===== config.mk =====
export PLATFORM = sky130hd
export DESIGN_NAME = mmio_out_fifo_flat
export DESIGN_NICKNAME = d
export VERILOG_FILES = /design/src/rtl/mmio_out_fifo_if.sv /design/src/rtl/mmio_out_fifo.sv /design/src/flat_wrapper.sv
export SDC_FILE = /design/constraint.sdc
export NUM_CORES = 1
export LEC_CHECK = 0
export BUFFER_PORTS_ARGS = -buffer_cell sky130_fd_sc_hd__buf_2
export CORE_MARGIN = 5
export CORE_UTILIZATION = 30
export CTS_CLUSTER_DIAMETER = 150
export DETAILED_ROUTE_END_ITERATION = 10
export PLACE_DENSITY = 0.57
export SKIP_CTS_REPAIR_TIMING = 1
export SYNTH_ARGS = -nofsm -noshare
export SYNTH_HDL_FRONTEND = slang
export SYNTH_SLANG_ARGS = --single-unit

===== constraint.sdc =====
create_clock -name clk -period 4.9 [get_ports clk]
set_input_delay 0.98 -clock clk [delete_from_list [all_inputs] [get_ports clk]]
set_output_delay 0.98 -clock clk [all_outputs]
set_load 0.03 [all_outputs]

===== src/rtl/mmio_out_fifo_if.sv =====
// Bundle of the port-A snoop bus and the consumer-side valid/ready stream
// for mmio_out_fifo. The master modport is the side that drives the write
// bus and consumes words; the slave modport is the FIFO itself.
// Optional macro OUT_LAST_HOLD_EN adds the held last-popped word (out_last).
interface mmio_out_fifo_if #(
  parameter int DATA_WIDTH = 8,
  parameter int ADDR_WIDTH = 16,
  parameter int DEPTH_LOG2 = 2
);
  logic [ADDR_WIDTH-1:0]   addr_a;
  logic [DATA_WIDTH-1:0]   data_a;
  logic [DATA_WIDTH-1:0]   data_b;
  logic                    we_a;
  logic [2*DATA_WIDTH-1:0] out_data;
  logic                    out_valid;
  logic                    out_ready;
  logic [DEPTH_LOG2:0]     count;
  logic                    full;
  logic                    empty;
  logic                    overflow;
`ifdef OUT_LAST_HOLD_EN
  logic [2*DATA_WIDTH-1:0] out_last;

  modport master (
    output addr_a, data_a, data_b, we_a, out_ready,
    input  out_data, out_valid, count, full, empty, overflow, out_last
  );

  modport slave (
    input  addr_a, data_a, data_b, we_a, out_ready,
    output out_data, out_valid, count, full, empty, overflow, out_last
  );
`else
  modport master (
    output addr_a, data_a, data_b, we_a, out_ready,
    input  out_data, out_valid, count, full, empty, overflow
  );

  modport slave (
    input  addr_a, data_a, data_b, we_a, out_ready,
    output out_data, out_valid, count, full, empty, overflow
  );
`endif
endinterface


===== src/rtl/mmio_out_fifo.sv =====
// mmio_out_fifo: snoops port-A writes to OUT_ADDR, captures {data_a,data_b}
// into a small FIFO and hands the words to a consumer over valid/ready.
// Writes arriving while full (with no simultaneous pop) are dropped and
// flagged on the sticky overflow output.
// Optional macro OUT_LAST_HOLD_EN adds out_last, a register holding the most
// recently popped word for static displays.
module mmio_out_fifo #(
  parameter int                    DATA_WIDTH = 8,
  parameter int                    ADDR_WIDTH = 16,
  parameter logic [ADDR_WIDTH-1:0] OUT_ADDR   = 'hF010,
  parameter int                    DEPTH_LOG2 = 2
) (
  input logic           clk,
  input logic           reset,
  mmio_out_fifo_if.slave bus
);

  localparam int                  DEPTH     = 1 << DEPTH_LOG2;
  localparam int                  WORD_W    = 2 * DATA_WIDTH;
  localparam logic [DEPTH_LOG2:0] COUNT_MAX = (DEPTH_LOG2 + 1)'(DEPTH);

  logic [WORD_W-1:0]     mem [DEPTH];
  logic [DEPTH_LOG2-1:0] wr_ptr;
  logic [DEPTH_LOG2-1:0] rd_ptr;
  logic [DEPTH_LOG2:0]   count_q;
  logic                  overflow_q;

  logic                  push;
  logic                  pop;
  logic                  push_ok;
  logic                  full_w;
  logic                  empty_w;
  logic [WORD_W-1:0]     push_word;

  // A push that finds the FIFO full is still accepted when a pop frees the
  // head slot in the same cycle; pop is gated by empty so out_ready is
  // ignored while nothing is buffered.
  assign push      = bus.we_a && (bus.addr_a == OUT_ADDR);
  assign empty_w   = (count_q == '0);
  assign full_w    = (count_q == COUNT_MAX);
  assign pop       = !empty_w && bus.out_ready;
  assign push_ok   = push && (!full_w || pop);
  assign push_word = {bus.data_a, bus.data_b};

  // Pointer, occupancy and sticky overflow bookkeeping.
  always_ff @(posedge clk or negedge reset) begin
    if (!reset) begin
      wr_ptr     <= '0;
      rd_ptr     <= '0;
      count_q    <= '0;
      overflow_q <= 1'b0;
    end else begin
      if (push_ok) wr_ptr <= wr_ptr + 1'b1;
      if (pop)     rd_ptr <= rd_ptr + 1'b1;
      if (push_ok && !pop) begin
        count_q <= count_q + 1'b1;
      end else if (pop && !push_ok) begin
        count_q <= count_q - 1'b1;
      end
      if (push && !push_ok) overflow_q <= 1'b1;
    end
  end

  // Word storage; contents are don't-care after reset because empty masks them.
  always_ff @(posedge clk) begin
    if (push_ok) mem[wr_ptr] <= push_word;
  end

  assign bus.out_data  = empty_w ? '0 : mem[rd_ptr];
  assign bus.out_valid = !empty_w;
  assign bus.count     = count_q;
  assign bus.full      = full_w;
  assign bus.empty     = empty_w;
  assign bus.overflow  = overflow_q;

`ifdef OUT_LAST_HOLD_EN
  logic [WORD_W-1:0] last_q;

  // Hold the most recently consumed word so a static display keeps showing it.
  always_ff @(posedge clk or negedge reset) begin
    if (!reset) begin
      last_q <= '0;
    end else if (pop) begin
      last_q <= bus.out_data;
    end
  end

  assign bus.out_last = last_q;
`endif

endmodule


===== src/flat_wrapper.sv =====
// flat-port wrapper written by rule: the top's interface ports become plain ports
module mmio_out_fifo_flat 
#(
  parameter int                    DATA_WIDTH = 8,
  parameter int                    ADDR_WIDTH = 16,
  parameter logic [ADDR_WIDTH-1:0] OUT_ADDR   = 'hF010,
  parameter int                    DEPTH_LOG2 = 2
)
  (clk, reset, bus_addr_a, bus_data_a, bus_data_b, bus_we_a, bus_out_ready, bus_out_data, bus_out_valid, bus_count, bus_full, bus_empty, bus_overflow);
  mmio_out_fifo_if #(.DATA_WIDTH(DATA_WIDTH), .ADDR_WIDTH(ADDR_WIDTH), .DEPTH_LOG2(DEPTH_LOG2)) bus_i ();
  input logic clk;
  input logic reset;
  input wire logic [$bits(bus_i.addr_a)-1:0] bus_addr_a;
  input wire logic [$bits(bus_i.data_a)-1:0] bus_data_a;
  input wire logic [$bits(bus_i.data_b)-1:0] bus_data_b;
  input wire logic [$bits(bus_i.we_a)-1:0] bus_we_a;
  input wire logic [$bits(bus_i.out_ready)-1:0] bus_out_ready;
  output wire logic [$bits(bus_i.out_data)-1:0] bus_out_data;
  output wire logic [$bits(bus_i.out_valid)-1:0] bus_out_valid;
  output wire logic [$bits(bus_i.count)-1:0] bus_count;
  output wire logic [$bits(bus_i.full)-1:0] bus_full;
  output wire logic [$bits(bus_i.empty)-1:0] bus_empty;
  output wire logic [$bits(bus_i.overflow)-1:0] bus_overflow;
  assign bus_i.addr_a = bus_addr_a;
  assign bus_i.data_a = bus_data_a;
  assign bus_i.data_b = bus_data_b;
  assign bus_i.we_a = bus_we_a;
  assign bus_i.out_ready = bus_out_ready;
  assign bus_out_data = bus_i.out_data;
  assign bus_out_valid = bus_i.out_valid;
  assign bus_count = bus_i.count;
  assign bus_full = bus_i.full;
  assign bus_empty = bus_i.empty;
  assign bus_overflow = bus_i.overflow;
  mmio_out_fifo #(.DATA_WIDTH(DATA_WIDTH), .ADDR_WIDTH(ADDR_WIDTH), .OUT_ADDR(OUT_ADDR), .DEPTH_LOG2(DEPTH_LOG2)) u_core (.clk(clk), .reset(reset), .bus(bus_i));
endmodule

After elaboration in Yosys (flattened, before gate mapping)
Memories as Yosys holds them, arrays and structs flattened.
Cells that the tools add are included.
{"block": "totals", "regBits": 8, "mem_bits_rw": 64, "in_bits": 36, "output_inout_bits": 23, "wordCells": 29, "n_memories": 1}
{"name": "u_core.mem", "depth": 4, "word_bits": 16, "rd": 1, "rd_ports_with_merged_regs": 0, "wr": 1, "line_no": "mmio_out_fifo.sv:22", "rtl": "logic [WORD_W-1:0] mem [DEPTH];"}
{"block": "op_classes", "addsub": 4, "n_eq_ne": 2, "n_mux": 5, "n_reduce_logical": 13}
{"op": "$eq A16 B16 Y1 const B", "count": 1}
{"op": "$mux W16", "count": 1}
{"op": "$logic_and A1 B1 Y1", "count": 6}
{"op": "$mux W3", "count": 2}
{"op": "$add A2 B1 Y2 const B", "count": 2}
{"op": "$logic_not A1 Y1", "count": 4}
{"op": "$add A3 B1 Y3 const B", "count": 1}
{"op": "$eq A3 B3 Y1 const B", "count": 1}
{"op": "$logic_not A3 Y1", "count": 1}
{"op": "$sub A3 B1 Y3 const B", "count": 1}
{"op": "$mux W1", "count": 2}
{"op": "$reduce_bool A2 Y1", "count": 1}
{"op": "$logic_or A1 B1 Y1", "count": 1}

Logic depth before layout (Yosys ltp)
Gate-level depths: netlist of run 1.
{"block": "logic_depth", "ltp_word": 9, "depth_mapped": 9, "ltp_nobuf": 9}

Worst setup path before layout of run 1
OpenSTA, ideal clock, no wires.
{"block": "synth_path", "path_type": "input to register", "startpoint": "in bus_addr_a[1]", "endpoint": "reg u_core.count_q[2] (netlist: u_core.bus.count[2])", "setup_ps": 80, "arrival_time_ps": 2850, "t_required_ps": 4820, "setup_slack_ps": 1970, "path_stages": 9, "path_buffers": 0, "path_cell_list": "nor4_2 nand4_2 nor4_4 ha_1 inv_1 fa_1 xor2_1 nor2_1 xor2_1"}
{"block": "synth_via", "elab_chain_len": 6, "elab_cells_between_ends": 8, "classes_between": "1 x eq/ne; 1 x mux; 6 x reduce/logical"}
{"item": "start: declaration", "line_no": "flat_wrapper.sv:13", "rtl": "input wire logic [$bits(bus_i.addr_a)-1:0] bus_addr_a;"}
{"item": "$eq A16 B16 Y1 *", "line_no": "mmio_out_fifo.sv:38", "rtl": "assign push = bus.we_a && (bus.addr_a == OUT_ADDR);"}
{"item": "$logic_and A1 B1 Y1 *", "line_no": "mmio_out_fifo.sv:38"}
{"item": "$logic_and A1 B1 Y1 *", "line_no": "mmio_out_fifo.sv:42", "rtl": "assign push_ok = push && (!full_w || pop);"}
{"item": "via u_core.push_ok", "line_no": "mmio_out_fifo.sv:30", "rtl": "logic push_ok;"}
{"item": "$logic_not A1 Y1", "line_no": "mmio_out_fifo.sv:57", "rtl": "end else if (pop && !push_ok) begin"}
{"item": "$logic_and A1 B1 Y1", "line_no": "mmio_out_fifo.sv:57"}
{"item": "$reduce_bool A2 Y1 (no line)"}
{"item": "end signal: assignment", "line_no": "mmio_out_fifo.sv:56", "rtl": "count_q <= count_q + 1'b1;"}
{"item": "end signal: assignment", "line_no": "mmio_out_fifo.sv:58", "rtl": "count_q <= count_q - 1'b1;"}
{"item": "end: declaration", "line_no": "mmio_out_fifo.sv:25", "rtl": "logic [DEPTH_LOG2:0] count_q;"}
The timed path passes the listed nets; every way through them passes the cells marked *.
A chain may end at the register's enable or synchronous reset.

Worst setup path after layout of run 1
{"block": "layout_path", "startpoint": "reg u_core.rd_ptr[0]", "endpoint": "out bus_out_data[5]"}
{"block": "layout_via", "elab_chain_len": 2}
{"item": "start: declaration", "line_no": "mmio_out_fifo.sv:24", "rtl": "logic [DEPTH_LOG2-1:0] rd_ptr;"}
{"item": "start signal: assignment", "line_no": "mmio_out_fifo.sv:54", "rtl": "if (pop) rd_ptr <= rd_ptr + 1'b1;"}
{"item": "$mem_v2 Z4 W16"}
{"item": "$mux W16", "line_no": "mmio_out_fifo.sv:69", "rtl": "assign bus.out_data = empty_w ? '0 : mem[rd_ptr];"}
{"item": "end: declaration", "line_no": "flat_wrapper.sv:18", "rtl": "output wire logic [$bits(bus_i.out_data)-1:0] bus_out_data;"}
No other way between the ends.

==> results of run 1 <==
==> metal layers <==
metal / vias to the layer above / global-route usage [%]
li1: 698 / -
met1: 714 / 10.94
met2: 52 / 17.26
met3: 8 / 3.789
met4: 0 / 3.787
met5: - / 0
==> area by class of cell <==
class	count	area [µm²]	area share [%]
Clock buffer	9	123.9	3.440
Clock inverter	7	110.1	3.058
Inverter	4	15.01	0.4170
Multi-Input combinational cell	65	765.7	21.26
Sequential cell	72	2122	58.93
Tap cell	133	166.4	4.621
Timing Repair Buffer	59	297.8	8.270
==> worst paths after layout <==
check | startpoint | end | slack, ns | depth (start not counted)
setup reg to reg | u_core.bus.count[0] | u_core.bus.count[2] | 2.38 | 8
hold reg to reg | u_core.bus.overflow | u_core.bus.overflow | 0.47 | 1
max in group asynchronous | reset | u_core.rd_ptr[0] | 4.25 | 1
hold / removal | reset | u_core.bus.overflow | 0.47 | 1
setup / recovery | u_core.rd_ptr[0] | bus_out_data[5] | 1.80 | 4
min in group clk | u_core.bus.overflow | u_core.bus.overflow | 0.47 | 1
==> cell usage after synthesis <==
library cell	count
nor2b_1	1
nand3b_1	1
ha_1	5
nor4_1	1
nor3_1	1
dfrtp_1	8
nand3_1	2
xor2_1	2
and2_1	16
mux2_2	1
buf_2	2
a21o_1	1
mux2_4	1
nand4_2	1
edfxtp_1	64
mux4_2	16
fa_1	1
or3_1	1
inv_1	4
buf_4	1
nor4_4	1
nor4_2	1
nor2_1	2
and2_2	4
nor3b_1	1
clkbuf_1	3
xnor2_1	4
nand2_1	1
==> worst reg2reg max path: cells and delay by family, from the launching register on <==
| family | cells | cell delay (ns) |
|---|---|---|
| XOR/XNOR | 2 | 0.30 |
| adder cells (fa/ha/maj) | 2 | 0.58 |
| buffers and inverters | 1 | 0.06 |
| flip-flops | 1 | 0.44 |
| AND/OR/NAND/NOR | 3 | 1.06 |
==> power by group through the flow <==
stage	registers [mW]	clock network (mW)	logic (mW)
final	0.752	0.543	0.653
after detailed placement	0.769	0	0.668
after CTS	0.756	0.557	0.669
after global routing	0.759	0.578	0.709
after global placement	0.769	0	0.662
after floorplan	0.746	0	0.507
==> stage by stage <==
| stage | setup slack, ns | utilization (%) | power, mW | hold slack, ns |
|---|---|---|---|---|
| 2_1_floorplan | 1.970 | - | 1.253 | 0.5348 |
| 3_3_place_gp | 1.774 | 34.93 | 1.431 | 0.4646 |
| 3_5_place_dp | 1.693 | 34.93 | 1.437 | 0.4556 |
| 4_1_cts | 1.731 | 37.36 | 1.981 | 0.4620 |
| 5_1_grt | 1.666 | 37.36 | 2.046 | 0.4640 |
| 6_report | 1.798 | 37.36 | 1.947 | 0.4676 |
==> flip-flops by register name, indices dropped and copies added (netlist names) <==
name                 flops
u_core.mem              64
u_core.bus.count         3
u_core.rd_ptr            2
u_core.wr_ptr            2
u_core.bus.overflow      1
==> placed cells by master, fill, tap and decap left out, drive strengths merged, types with 3 or more instances in the layout <==
cell type	instances
clkinv	3
clkbuf	9
buf	59
ha	5
dfrtp	8
edfxtp	64
nor4	3
inv	4
xnor2	4
and2	20
mux4	16
bufinv	3
==> kinds of logic after synthesis <==
logic type,share of synthesized area [%]
buf+inv,1.494
flops,72.39
xor+xnor,1.793
compound gates,0.2562
mux,13.19
fa+ha+maj,2.817
simple gates,8.067
==> out/qor.csv, run 1 <==
stage;metric;value;unit
status;status;finished clean;
placed_design;port_buffers;58;
clocking;clk_pin_slew;0.07;ns
hold_path;worstHoldPathType;primary input to asynchronous set/reset pin;
timing;hold_violations;0;
yosys;synth_warnings;0;
route;drt-initial-drc-count;19;
pwr;pwr-share-clk;27.9;%
job;cap_violations;0;
grt;grt_max_degree;21;
timing;tightest_slew;0.7823;ns
clocking;cts-root-buf;clkbuf_8;
pwr;switching_share;33.45;%
route;viasPerCell;4.218;
yosys;postSynthCellCount;147;
grt;grt_pass1_wl;8473;µm
worst_setup_path;path_delay_family;flip-flops;
layout;antenna_cells;0;
route;met2_length;2830;µm
route;finalWirelength;5349;µm
grt;grt_pass1_vias;1673;
worst_setup_path;worst-path-buf-inv;2;
route;dr_wl_met3;379;µm
pwr;switchingPower;0.6514;mW
timing;setup_viol;0;
yosys;yosys.area.top_type_share;65.56;%
route;ant_nets;0;
timing;rsz0062_at_grt;false;
yosys;synthesis.area;2932;µm²
clocking;clk_latency;0.33;ns
layout;drive_gt1_share;45.37;%
placed_design;place_inst;333;
worst_setup_path;start_kind;flop;
grt;grt_overflow;0;
placed_design;gp_congestion;0.6411;
timing;clock_skew;0.004417;ns
route;wire_per_inst;15.33;µm
pwr;powerDensity;540.8;nW/µm²
clocking;cts_tree;built;
die;die_w;108.9;µm
yosys;ys_seq_elements;72;
die;die_h;108.9;µm
yosys;synth.distinct_cells;28;
layout;area_growth;22.83;%
yosys;synth_area_per_cell;19.94;µm²
timing;fin_crit_sh;63.30;%
pwr;p_int;1.296;mW
route;num_vias;1472;
clocking;htreeDepth;3;
yosys;syn_nets;189;
grt;antenna_found_initial;0;
layout;final_cells;349;
route;drc;0;
timing;period_needed;3.102;ns
clocking;cts_num_sinks;72;
worst_setup_path;cpPeakStageDelay;0.56;ns
clocking;clk_path_buf_depth;2;
layout;nNetsFinal;253;
route;wl_met1;2058;µm
worst_setup_path;critPathArrivalTime;2.12;ns
timing;slew_viol_final;0;
layout;post-route-cell-area;3601;µm²
placed_design;dpl_cell_area;3367;µm²
worst_setup_path;crit_chain;buf_4, mux4_2, and2_1, buf_2;
worst_setup_path;cp_slowest_cell;dfrtp_1;
pwr;leakage;1.316;nW
yosys;synth_seq_area_share;72.39;%
route;dr.pass1.iters;4;
die;io_pins;59;
yosys;synth_area_leaders;edfxtp_1, mux4_2, dfrtp_1;
clocking;cts_made_buffers;9;
grt;track_usage;9.905;%
pwr;peakVddDrop;0.0002407;V
timing;finalSetupTns;0;ns
pwr;pwr-share-seq;38.6;%
route;highest_layer;met4;
die;die_area;11850;µm²
placed_design;place_hpwl;3546;µm
worst_setup_path;worstPathRequired;3.92;ns
timing;fmax;322.4;MHz
worst_setup_path;worstPathMaxFanout;12;
timing;maxSlewHeadroom;47.85;%
die;initial_utilization;30.41;%
worst_setup_path;critical_path_class;flop to primary output;
layout;n_fill_cell;929;
die;core-area;9639;µm²
worst_setup_path;end_kind;primary output;
yosys;yosysTopAreaCell;edfxtp_1;
pwr;combPwrFrac;33.5;%
die;num_rows;36;
Note: power is estimated with default switching activity, not from simulation.
==> inputs of run 2 (changes only) <==
==> constraint.sdc (replaced) <==
create_clock -name clk -period 3 [get_ports clk]
set_input_delay 0.6 -clock clk [delete_from_list [all_inputs] [get_ports clk]]
set_output_delay 0.6 -clock clk [all_outputs]
set_load 0.03 [all_outputs]
==> out/qor.csv, run 2 (synthesis results as in run 1) <==
stage;metric;value;unit;change
timing;tightest_slew;0.4752;ns;-0.3071 ns
worst_setup_path;cpPeakStageDelay;0.56;ns;about the same
layout;largest-register;u_core.mem;;
timing;finalSetupTns;0;ns;unchanged
timing;hold_violations;0;;unchanged
placed_design;port_buffers;58;;unchanged
clocking;cts_num_sinks;72;;unchanged
route;viasPerCell;4.349;;+3.1%
route;drc;0;;unchanged
route;dr.pass1.iters;4;;unchanged
worst_setup_path;regToRegSetupSlack;0.87;ns;-1.51 ns
clocking;clk_pin_slew;0.07;ns;about the same
timing;fin_crit_sh;86.00;%;
grt;grt_pass1_wl;8590;µm;+1.4%
worst_setup_path;worstPathMaxFanout;16;;+4
job;cap_violations;0;;unchanged
worst_setup_path;critical_path_class;flop to primary output;;
die;initial_utilization;30.41;%;unchanged
route;wire_per_inst;15.32;µm;about the same
worst_setup_path;path_delay_family;multiplexers;;
clocking;clk_latency;0.34;ns;about the same
layout;final_core_util;37.34;%;about the same
clocking;clk_path_buf_depth;2;;unchanged
die;io_pins;59;;unchanged
placed_design;place_inst;336;;+0.90%
clocking;cts_tree;built;;
layout;drive_gt1_share;46.58;%;+1.2 points
worst_setup_path;start_kind;flop;;
layout;largest_reg_flops;64;;unchanged
hold_path;worstHoldPathType;primary input to asynchronous set/reset pin;;
layout;final_cell_mix;edfxtp_1, buf_2, mux4_2, and2_1, clkbuf_8;;
die;die_area;11850;µm²;unchanged
worst_setup_path;timing.rr.end;u_core.bus.count[1];;
worst_setup_path;critical_path_depth;4;;unchanged
grt;track_usage;10.05;%;+0.15 points
route;finalWirelength;5391;µm;+0.79%
placed_design;dpl_cell_area;3390;µm²;+0.67%
layout;antenna_cells;0;;unchanged
grt;grt_pass1_vias;1629;;-2.6%
placed_design;gp_congestion;0.6602;;+3.0%
die;die_h;108.9;µm;unchanged
die;die_w;108.9;µm;unchanged
die;core-area;9639;µm²;unchanged
status;status;finished clean;;
timing;maxSlewHeadroom;68.32;%;+20 points
timing;hold_ws;0.09192;ns;-0.3757 ns
clocking;cts_made_buffers;9;;unchanged
worst_setup_path;cp_slowest_cell;mux4_2;;
timing;fmax;387.6;MHz;
pwr;peakVddDrop;0.0003635;V;+51%
worst_setup_path;crit_chain;buf_4, mux4_2, and2_1, buf_2;;
grt;grt_overflow;0;;unchanged
timing;setup_viol;0;;unchanged
timing;period_needed;2.580;ns;
layout;nNetsFinal;256;;+1.2%
pwr;leakage;1.322;nW;+0.51%
timing;rsz0062_at_grt;false;;
worst_setup_path;worst-path-buf-inv;2;;unchanged
layout;final_cells;352;;+0.86%
timing;slew_viol_final;0;;unchanged
grt;grt_max_degree;20;;-4.8%
die;num_rows;36;;unchanged
placed_design;place_hpwl;3459;µm;-2.4%
worst_setup_path;r2r-start;u_core.bus.count[0];;
clocking;htreeDepth;3;;unchanged
worst_setup_path;critPathArrivalTime;1.98;ns;-0.14 ns
pwr;powerDensity;866.4;nW/µm²;+60%
grt;antenna_found_initial;0;;unchanged
route;drt-initial-drc-count;74;;+55
worst_setup_path;cp-startpoint;u_core.rd_ptr[0];;
layout;post-route-cell-area;3600;µm²;about the same
route;num_vias;1531;;+4.0%
worst_setup_path;end_kind;primary output;;
route;ant_nets;0;;unchanged
timing;clock_skew;0.006392;ns;+0.001975 ns
layout;area_growth;22.79;%;about the same
worst_setup_path;worstPathRequired;2.40;ns;-1.52 ns
clocking;cts-root-buf;clkbuf_8;;
layout;final_common_cell;edfxtp_1;;
worst_setup_path;r2r_cells;7;;-1
-- run 2: cell types whose count changed in the layout (fill, tap and decap cells not counted), sizes merged --
cell	delta
buf	+3
clkinv	+1
bufinv	-1
-- run 2: area by class of cell --
class / count / area, µm²
fillers: 933 / 6040
flip-flops and latches: 72 / 2122
multi-input cells: 65 / 765.7
repair buffers: 62 / 320.3
well taps: 133 / 166.4
clock buffers: 9 / 123.9
clock inverters: 7 / 86.33
inverters: 4 / 15.01
-- run 2: worst max path at each step --
stage / end / slack, ns
6_report: bus_out_data[12] / 0.42
5_1_grt: bus_out_data[9] / 0.30
4_1_cts: bus_out_data[12] / 0.37
3_5_place_dp: u_core.bus.count[2] / 0.35
3_3_place_gp: u_core.bus.count[2] / 0.42
2_1_floorplan: u_core.bus.count[1] / 0.16
-- run 2: through the flow --
stage,setup WS (ns),power [mW]
2_1_floorplan,0.1563,2.046
3_3_place_gp,0.4242,2.357
3_5_place_dp,0.3523,2.364
4_1_cts,0.3719,3.163
5_1_grt,0.2963,3.287
6_report,0.4201,3.119
-- run 2: report_power, final --
part,switching (mW),internal [mW]
Sequential,0.0434,1.13
Combinational,0.685,0.458
Clock,0.345,0.461
Total,1.07,2.05
-- run 2: routing by layer --
metal | vias up | GRT usage [%] | share of wire (%)
met4 | 0 | 4.328 | 1.9
met2 | 52 | 15.75 | 49
li1 | 705 | - | -
met1 | 761 | 12.62 | 43
met3 | 13 | 3.552 | 5.9
met5 | - | 0 | 0
